`src/rtl/riscv_mem_pkg.sv`:
```
// Shared definitions for the MEM-stage load/store path: funct3 size/sign
// encodings, the LSU FSM state type, the default bus timeout and lane helpers.
package riscv_mem_pkg;

    localparam logic [2:0] F3_LB  = 3'b000;
    localparam logic [2:0] F3_LH  = 3'b001;
    localparam logic [2:0] F3_LW  = 3'b010;
    localparam logic [2:0] F3_LBU = 3'b100;
    localparam logic [2:0] F3_LHU = 3'b101;

    localparam logic [1:0] SIZE_BYTE = 2'b00;
    localparam logic [1:0] SIZE_HALF = 2'b01;

    localparam int WAIT_MAX_DEFAULT = 15;

    typedef enum logic [1:0] {
        IDLE = 2'd0,
        REQ  = 2'd1,
        DONE = 2'd2
    } lsu_state_t;

    // funct3[1:0] carries the size; every encoding other than byte/half is a word
    function automatic logic [3:0] byteEnable(input logic [2:0] funct3, input logic [1:0] lane);
        case (funct3[1:0])
            SIZE_BYTE: byteEnable = 4'b0001 << lane;
            SIZE_HALF: byteEnable = lane[1] ? 4'b1100 : 4'b0011;
            default:   byteEnable = 4'b1111;
        endcase
    endfunction

    function automatic logic [31:0] storeLanes(input logic [2:0] funct3, input logic [31:0] data);
        case (funct3[1:0])
            SIZE_BYTE: storeLanes = {4{data[7:0]}};
            SIZE_HALF: storeLanes = {2{data[15:0]}};
            default:   storeLanes = data;
        endcase
    endfunction

    function automatic logic isMisaligned(input logic [2:0] funct3, input logic [1:0] lane);
        case (funct3[1:0])
            SIZE_BYTE: isMisaligned = 1'b0;
            SIZE_HALF: isMisaligned = lane[0];
            default:   isMisaligned = |lane;
        endcase
    endfunction

endpackage

```
`src/rtl/load_align.sv`:
```
// Combinational load lane select with sign/zero extension; half accesses use
// only lane[1] and word accesses ignore the lane entirely.
module load_align
    import riscv_mem_pkg::*;
(
    input  logic [31:0] rdata_i,
    input  logic [1:0]  lane_i,
    input  logic [2:0]  funct3_i,
    output logic [31:0] data_o
);

    logic [7:0]  byteSel;
    logic [15:0] halfSel;

    always_comb begin
        byteSel = 8'h00;
        case (lane_i)
            2'd0:    byteSel = rdata_i[7:0];
            2'd1:    byteSel = rdata_i[15:8];
            2'd2:    byteSel = rdata_i[23:16];
            default: byteSel = rdata_i[31:24];
        endcase
        halfSel = lane_i[1] ? rdata_i[31:16] : rdata_i[15:0];

        case (funct3_i)
            F3_LB:   data_o = {{24{byteSel[7]}}, byteSel};
            F3_LBU:  data_o = {24'h000000, byteSel};
            F3_LH:   data_o = {{16{halfSel[15]}}, halfSel};
            F3_LHU:  data_o = {16'h0000, halfSel};
            default: data_o = rdata_i;
        endcase
    end

endmodule

```
`src/rtl/mem_stage_lsu.sv`:
```
// MEM-stage load/store unit: request/ready bus sequencing, byte enables, load
// alignment and pipeline stall. Optional trap on misaligned access: MEM_STAGE_MISALIGN_TRAP_EN.
module mem_stage_lsu
    import riscv_mem_pkg::*;
#(
    parameter int WAIT_MAX = WAIT_MAX_DEFAULT
) (
    input  logic        clk,
    input  logic        reset,
    input  logic        valid_in,
    input  logic [31:0] ALUResult_in,
    input  logic [31:0] StoreData_in,
    input  logic        MemRead_in,
    input  logic        MemWrite_in,
    input  logic [2:0]  funct3_in,
    input  logic        MemtoReg_in,
    input  logic        RegWrite_in,
    input  logic [4:0]  rs1_in,
    input  logic [4:0]  rs2_in,
    input  logic [4:0]  rd_in,
    input  logic [31:0] mem_rdata,
    input  logic        mem_ready,
    output logic        mem_req,
    output logic        mem_we,
    output logic [31:0] mem_addr,
    output logic [31:0] mem_wdata,
    output logic [3:0]  mem_be,
    output logic [31:0] MemReadData_out,
    output logic [31:0] ALUResult_out,
    output logic        MemtoReg_out,
    output logic        RegWrite_out,
    output logic [4:0]  rs1_out,
    output logic [4:0]  rs2_out,
    output logic [4:0]  rd_out,
    output logic        stall_out,
    output logic        bus_err,
    output logic        misalign_exc
);

    localparam logic [3:0] WAIT_LIMIT = 4'(WAIT_MAX);

    lsu_state_t  state_q;
    logic [3:0]  waitCnt_q, waitCnt_d;
    logic [31:0] addr_q, wdata_q, rdata_q;
    logic [3:0]  be_q;
    logic [1:0]  lane_q;
    logic [2:0]  funct3_q;
    logic        we_q, req_q, isLoad_q, busErr_q;
    logic        memOp;
    logic [31:0] alignedData;

    assign memOp     = valid_in & (MemRead_in | MemWrite_in);
    assign waitCnt_d = waitCnt_q + 4'd1;

`ifdef MEM_STAGE_MISALIGN_TRAP_EN
    logic misaligned;
    logic misalExc_q;
    assign misaligned   = isMisaligned(funct3_in, ALUResult_in[1:0]);
    assign misalign_exc = misalExc_q;
`else
    assign misalign_exc = 1'b0;
`endif

    // waitCnt_q holds the 1-based index of the current REQ cycle
    always_ff @(posedge clk) begin
        if (reset) begin
            state_q   <= IDLE;
            waitCnt_q <= 4'd0;
            addr_q    <= 32'h0;
            wdata_q   <= 32'h0;
            rdata_q   <= 32'h0;
            be_q      <= 4'h0;
            lane_q    <= 2'd0;
            funct3_q  <= 3'd0;
            we_q      <= 1'b0;
            req_q     <= 1'b0;
            isLoad_q  <= 1'b0;
            busErr_q  <= 1'b0;
`ifdef MEM_STAGE_MISALIGN_TRAP_EN
            misalExc_q <= 1'b0;
`endif
        end else begin
            busErr_q <= 1'b0;
`ifdef MEM_STAGE_MISALIGN_TRAP_EN
            misalExc_q <= 1'b0;
`endif
            case (state_q)
                IDLE: begin
                    if (memOp) begin
                        addr_q    <= {ALUResult_in[31:2], 2'b00};
                        we_q      <= MemWrite_in;
                        be_q      <= byteEnable(funct3_in, ALUResult_in[1:0]);
                        wdata_q   <= storeLanes(funct3_in, StoreData_in);
                        lane_q    <= ALUResult_in[1:0];
                        funct3_q  <= funct3_in;
                        isLoad_q  <= MemRead_in;
                        rdata_q   <= 32'h0;
                        waitCnt_q <= 4'd1;
`ifdef MEM_STAGE_MISALIGN_TRAP_EN
                        if (misaligned) begin
                            state_q    <= DONE;
                            misalExc_q <= 1'b1;
                        end else
`endif
                        begin
                            state_q <= REQ;
                            req_q   <= 1'b1;
                        end
                    end
                end
                REQ: begin
                    if (mem_ready) begin
                        req_q   <= 1'b0;
                        state_q <= DONE;
                        if (isLoad_q) begin
                            rdata_q <= mem_rdata;
                        end
                    end else if (waitCnt_q == WAIT_LIMIT) begin
                        req_q    <= 1'b0;
                        state_q  <= DONE;
                        busErr_q <= 1'b1;
                    end else begin
                        waitCnt_q <= waitCnt_d;
                    end
                end
                DONE:    state_q <= IDLE;
                default: state_q <= IDLE;
            endcase
        end
    end

    load_align u_load_align (
        .rdata_i  (rdata_q),
        .lane_i   (lane_q),
        .funct3_i (funct3_q),
        .data_o   (alignedData)
    );

    assign mem_req   = req_q;
    assign mem_we    = we_q;
    assign mem_addr  = addr_q;
    assign mem_wdata = wdata_q;
    assign mem_be    = be_q;
    assign bus_err   = busErr_q;

    // EX/MEM is frozen while stalled, so the pass-through fields stay valid until DONE
    assign stall_out       = ((state_q == IDLE) & memOp) | (state_q == REQ);
    assign MemReadData_out = ((state_q == DONE) & isLoad_q) ? alignedData : 32'h0;
    assign RegWrite_out    = RegWrite_in & ~(busErr_q | misalign_exc);
    assign ALUResult_out   = ALUResult_in;
    assign MemtoReg_out    = MemtoReg_in;
    assign rs1_out         = rs1_in;
    assign rs2_out         = rs2_in;
    assign rd_out          = rd_in;

endmodule

```
`config.mk`:
```
export PLATFORM = sky130hd
export DESIGN_NAME = mem_stage_lsu
export DESIGN_NICKNAME = d
export VERILOG_FILES = /design/src/rtl/riscv_mem_pkg.sv /design/src/rtl/load_align.sv /design/src/rtl/mem_stage_lsu.sv
export SDC_FILE = /design/constraint.sdc
export NUM_CORES = 1
export LEC_CHECK = 0
export ABC_AREA = 1
export BUFFER_PORTS_ARGS = -buffer_cell sky130_fd_sc_hd__buf_2
export CAP_MARGIN = 20
export CORE_AREA = 4 4 162 164
export DETAILED_ROUTE_END_ITERATION = 6
export DIE_AREA = 0 0 166 168
export GPL_ROUTABILITY_DRIVEN = 1
export PLACE_DENSITY_LB_ADDON = 0.12
export SYNTH_ARGS = -nofsm -noshare
export SYNTH_HDL_FRONTEND = slang
export SYNTH_HIERARCHICAL = 1
export SYNTH_SLANG_ARGS = --single-unit
export TNS_END_PERCENT = 10
```
`constraint.sdc`:
```
create_clock -name clk -period 2.05 [get_ports clk]
set_input_delay 0.205 -clock clk [delete_from_list [all_inputs] [get_ports clk]]
set_output_delay 0.205 -clock clk [all_outputs]
set_load 0.05 [all_outputs]
```
* Word-level counts from Yosys, hierarchy flattened *
Cells that the tools add are included.

cells by class
  $add $sub $neg = 1
  bitwise logic cells = 8
  equality and inequality tests = 15
  reductions and logical operators = 11
  mux-type cells = 24
  shift operators = 1

operators by type and width
  operator                                                           count
  32-bit two-way mux                                                 4
  32-bit case mux with 2 select lines                                2
  32-bit case mux with 4 select lines                                1
  8-bit case mux with 3 select lines                                 1
  16-bit two-way mux                                                 1
  4-bit two-way mux                                                  4
  4-bit case mux with 2 select lines                                 2
  2-bit inequality test, second input constant                       5
  4-bit AND reduction                                                2
  2-bit by 1-bit == test with 1-bit output, second input constant    3
  3-bit == test, second input constant                               2
  2-bit logical NOT                                                  3
  2-bit two-way mux                                                  3
  4-bit by 1-bit adder with 4-bit output, second input constant      1
  1-bit AND                                                          4
  2-bit == test, second input constant                               2
  4-bit == test, second input constant                               1
  1-bit two-way mux                                                  4
  2-bit case mux with 2 select lines                                 1
  2-bit AND reduction                                                2
  1-bit by 2-bit left shift with 4-bit output, first input constant  1
  3-bit by 1-bit == test with 1-bit output, second input constant    1
  3-bit logical NOT                                                  1
  3-bit inequality test, second input constant                       1
  6 further kinds                                                    8

word-level totals
  register bits = 113
  bits of input ports = 122
  word-level logic and storage cells = 72
  output and inout bits = 154

* Depth between registers and ports, before layout *
  depth after elaboration = 4
  depth in mapped cells = 9
  mapped depth without buffers = 8

* Modules after synthesis *
Netlist, hierarchy kept.

by module, submodules not included
  module         seq. area each (µm²)  instances  cells an instance  area an instance (µm²)
  mem_stage_lsu  2262.2                1          749                5242.5
  load_align     0.0                   1          192                895.9

* Least setup slack after synthesis *
No wires, ideal clock.

  kind = register to output
  start = register lane_q[0]
  end = output port MemReadData_out[10]
  buffers on the path = 2
  arrival = 1.803 ns
  cell stages (with the launch flop) = 10
  data required time = 1.845 ns
  slack = 0.042 ns
  path through = dfxtp_1 buf_6 nor2_2 nand2_1 nand3_2 nand3_4 buf_6 nand3_1 inv_1 nor2_1

on the way
  cells in the longest elaborated chain, start to end = 4
  elaborated cells between the ends (all ways) = 6
  classes of those cells = eq/ne: 2; mux: 3; reduce/logical: 1

ends and longest elaborated chain
  what                                         RTL line              text
  from (decl)                                  mem_stage_lsu.sv:46   logic [1:0] lane_q;
  from (signal assigned)                       mem_stage_lsu.sv:94   lane_q <= ALUResult_in[1:0];
  2-bit == test, or another cell as far along  load_align.sv:17      case (lane_i)
  8-bit case mux with 3 select lines *         load_align.sv:17
  32-bit case mux with 4 select lines *        load_align.sv:25      case (funct3_i)
  via alignedData[10]                          mem_stage_lsu.sv:50   logic [31:0] alignedData;
  32-bit two-way mux *                         mem_stage_lsu.sv:148  assign MemReadData_out = ((state_q == DONE) & isLoad_q) ? alignedData : 32'h0;
  to (decl)                                    mem_stage_lsu.sv:28   output logic [31:0] MemReadData_out,

Mark *: on every way through the listed nets, which the timed path passes. The rest lies on a longest branch.

* Worst setup path in the final report *
  start = register funct3_q[0]
  end = output port MemReadData_out[26]

on the way
  cells in the longest elaborated chain, start to end = 3
  elaborated cells between the ends (all ways) = 6
  classes of those cells = eq/ne: 3; mux: 2; reduce/logical: 1

ends and longest elaborated chain
  what                                         RTL line              text
  from (decl)                                  mem_stage_lsu.sv:47   logic [2:0] funct3_q;
  from (signal assigned)                       mem_stage_lsu.sv:95   funct3_q <= funct3_in;
  3-bit == test, or another cell as far along  load_align.sv:25
  32-bit case mux with 4 select lines *        load_align.sv:25
  via alignedData[26]                          mem_stage_lsu.sv:50
  32-bit two-way mux *                         mem_stage_lsu.sv:148

Marked as above.

==> out/results.ini <==
[worst_setup_path]
path_delay_family = simple AND/OR/NAND/NOR gates
worstPathRequired_ns = 1.85
cpPeakStageDelay_ns = 0.35
critical_path_buf_inv_count = 4
crit_path_start = funct3_q[0]$_SDFFE_PP0P_
crit_top_cell = nor2_4
worstReg2RegStart = state_q[1]$_SDFFE_PP0P_
start_kind = flop
end_kind = output port
cp_cell_sequence = nor2_4 -> inv_4 -> nor2_4 -> buf_12 -> nand3_4 -> nand3_1 -> inv_1 -> nor2_1 -> buf_6
critPathKind = flop to output port
worst-endpoint-arrival_ns = 1.84
critical_path.max_fanout = 9
crit_slowest_cell = dfxtp_2

[timing]
hold_viol_final = 0
postLayoutSetupSlackWorst_ns = 0.00413
fmax_mhz = 489
skew_ns = 0.00666
rsz0062_at_grt = true
finalCriticalPeriod_ns = 2.05
slew_viol_final = 0
finalCritPeriodShare_pct = 99.8
setup_viol = 0

[yosys]
synth.yosys.seq_area_share_pct = 36.9
yosysTopAreaCell = dfxtp_1
syn_area_um2 = 6140
synthFlopType = dfxtp_1
ys_ff_latch = 113
synth_top_area_share_pct = 36.9
syn_area_per_cell_um2 = 6.52
synth_edf_count = 0
syn_inst = 941
synth.yosys.warnings = 6
ys_top_cells_by_area = dfxtp_1 37%, nand2_1 18%, a21oi_1 7.7%
postSynth.asyncResetShare_pct = 0
synth.distinct_cells = 29

[drt]
antenna_left = 0
firstDrtPassIters = 4
post_drt_via_cell_ratio = 4.50
wl_per_cell_um = 16.0
num_vias = 6600
route.detailed.drc = 0
wl_um = 23400
drt_iter0_drc = 320

[finish]
utilization_pct = 33.8
nNetsFinal = 1246
syn_to_final_growth_pct = 36.9
layout-drive-gt1-share_pct = 32.6
diodes = 0

[floorplan]
row_count = 58
start_util_pct = 24.7
die_h_um = 168
pin_count = 276
dieWidth_um = 166
coreArea_um2 = 24900
dieArea_um2 = 27900

[cts]
cts_max_path_buffers = 2
htree_levels = 4
clock_latency_ns = 0.41
cts_sinks = 113
cts_tree = built
cts-buffers-inserted = 17
clk_root_buffer_cell = clkbuf_16
cts.clk_slew.worst_paths_ns = 0.06

[placed_design]
globalplace.congestion = 0.844
portBuffers = 240
dpl_worst_slack_ns = 0.191
hpwl_um = 16400

[global_route]
antenna_found_initial = 2
grt_use_total_pct = 16.3
grt_pass1_vias = 6618
grt_max_degree = 86
grt_overflow_total = 0
grt_pass1_wl_um = 36600

[power]
power_leakage_nw = 3.88
ir_drop_v = 0.000477
p_per_area_nw_per_um2 = 831

[job]
cap_violations = 0

[worst_hold_path]
hp-class = primary input to flop
worstHoldStart = ALUResult_in[17]

[outcome]
outcome = completed

timing repair:
action,CTS,global route
gates resized for setup,76,54
setup endpoints to repair,32,32
hold buffers,0,0
buffers inserted,1,1
gates cloned,3,1
hold endpoints to repair,0,0
pin swaps,4,20
metal layers:
metal	GRT usage [%]	share of wire, %
met2	27.4	49
met5	0	0.11
met4	5.74	1.9
met1	19.1	42
met3	6.03	7.4
state kept, by name, summed over array words and instances, names as in the netlist:
signal and flops:
mem_wdata 32, rdata_q 32, mem_addr 30, mem_be 4
waitCnt_q 4, funct3_q 3, lane_q 2, state_q 2
bus_err 1, isLoad_q 1, mem_req 1, mem_we 1
cells by family (layout without fill, tap and decap cells):
family          Yosys count  after routing  synth area share [%]
compound gates          154            154                  13.3
simple gates            506            510                  34.8
fa+ha+maj                 1              1                 0.204
flops                   113            113                  36.9
buf+inv                 166            355                  14.8
other cells               1              3                0.0611
area by class of cell:
class / count / area, um2
inverter: 54 / 205
clock buffer: 18 / 439
tap: 330 / 413
timing repair buffer: 269 / 1680
fill: 2824 / 16500
multi-input combinational: 668 / 3220
clock inverter: 14 / 176
sequential: 113 / 2270
final timing paths:
path	end	slack [ns]	cells after the start
setup reg to reg	lane_q[1]$_SDFFE_PP0P_	0.52	6
hold reg to reg	mem_addr[18]$_SDFFE_PP0P_	0.46	2
setup / recovery	MemReadData_out[26]	0.004	9
hold / removal	mem_addr[17]$_SDFFE_PP0P_	0.04	3
cell usage after synthesis, types with 2 or more instances:
cell type / count
buf_4: 57
nor2_4: 2
o211ai_1: 3
a21boi_0: 11
o21ai_1: 3
a21oi_1: 94
inv_1: 50
nand2_1: 299
inv_2: 4
o21ai_0: 39
clkbuf_1: 25
nand4_1: 18
nand2_2: 3
nand3_2: 5
dfxtp_1: 113
nor2_2: 3
buf_2: 22
a21boi_1: 4
nand3_1: 86
buf_6: 6
nor2_1: 86
placed cells by master, fill, tap and decap left out, types with 2 or more instances in the layout:
| cell type | Yosys | routed |
|---|---|---|
| nand2_1 | 299 | 297 |
| buf_2 | 22 | 207 |
| dfxtp_1 | 113 | 107 |
| a21oi_1 | 94 | 94 |
| nand3_1 | 86 | 74 |
| nor2_1 | 86 | 67 |
| inv_1 | 50 | 43 |
| o21ai_0 | 39 | 37 |
| buf_6 | 6 | 31 |
| buf_4 | 57 | 25 |
| nand4_1 | 18 | 18 |
| nor2_2 | 3 | 17 |
| clkbuf_16 | 0 | 17 |
| nand3_2 | 5 | 14 |
| a21boi_0 | 11 | 11 |
| inv_2 | 4 | 10 |
| nand3_4 | 1 | 8 |
| nor2_4 | 2 | 7 |
| dfxtp_2 | 0 | 6 |
| o21ai_1 | 3 | 5 |
| inv_6 | 0 | 5 |
| a21boi_1 | 4 | 4 |
| buf_12 | 0 | 4 |
| nand2_2 | 3 | 3 |
| conb_1 | 1 | 3 |
| bufinv_16 | 0 | 3 |
| o211ai_1 | 3 | 3 |
| clkinv_2 | 0 | 2 |
| clkinv_4 | 0 | 2 |
| clkinvlp_4 | 0 | 2 |
| buf_8 | 0 | 2 |
| nand2_4 | 0 | 2 |
worst reg2reg max path, cell delays in order, from the launching register on:
cell and delay, ns:
dfxtp_1 0.35, nor2_1 0.20, nand3_4 0.13, inv_2 0.14
buf_12 0.29, nand2_1 0.17, a21oi_1 0.17
through the flow:
step	hold WS [ns]	cells	power (W)	setup TNS, ns	instance area [um2]
after floorplan	0.349	943	0.00352	0	6150
after global placement	0.410	1428	0.00383	0	7300
after detailed placement	0.410	1428	0.00383	0	7300
after CTS	0.0173	1464	0.00707	-0.781	8220
after global routing	0.0393	1466	0.00731	-1.99	8400
final	0.0385	1466	0.00698	0	8400
where the power goes:
group	total, W	switching [W]	internal (W)
Clock	0.00316	0.00119	0.00196
Combinational	0.00140	0.00101	0.000390
Sequential	0.00243	0.000101	0.00232
Note: power is estimated with default switching activity, not from simulation.
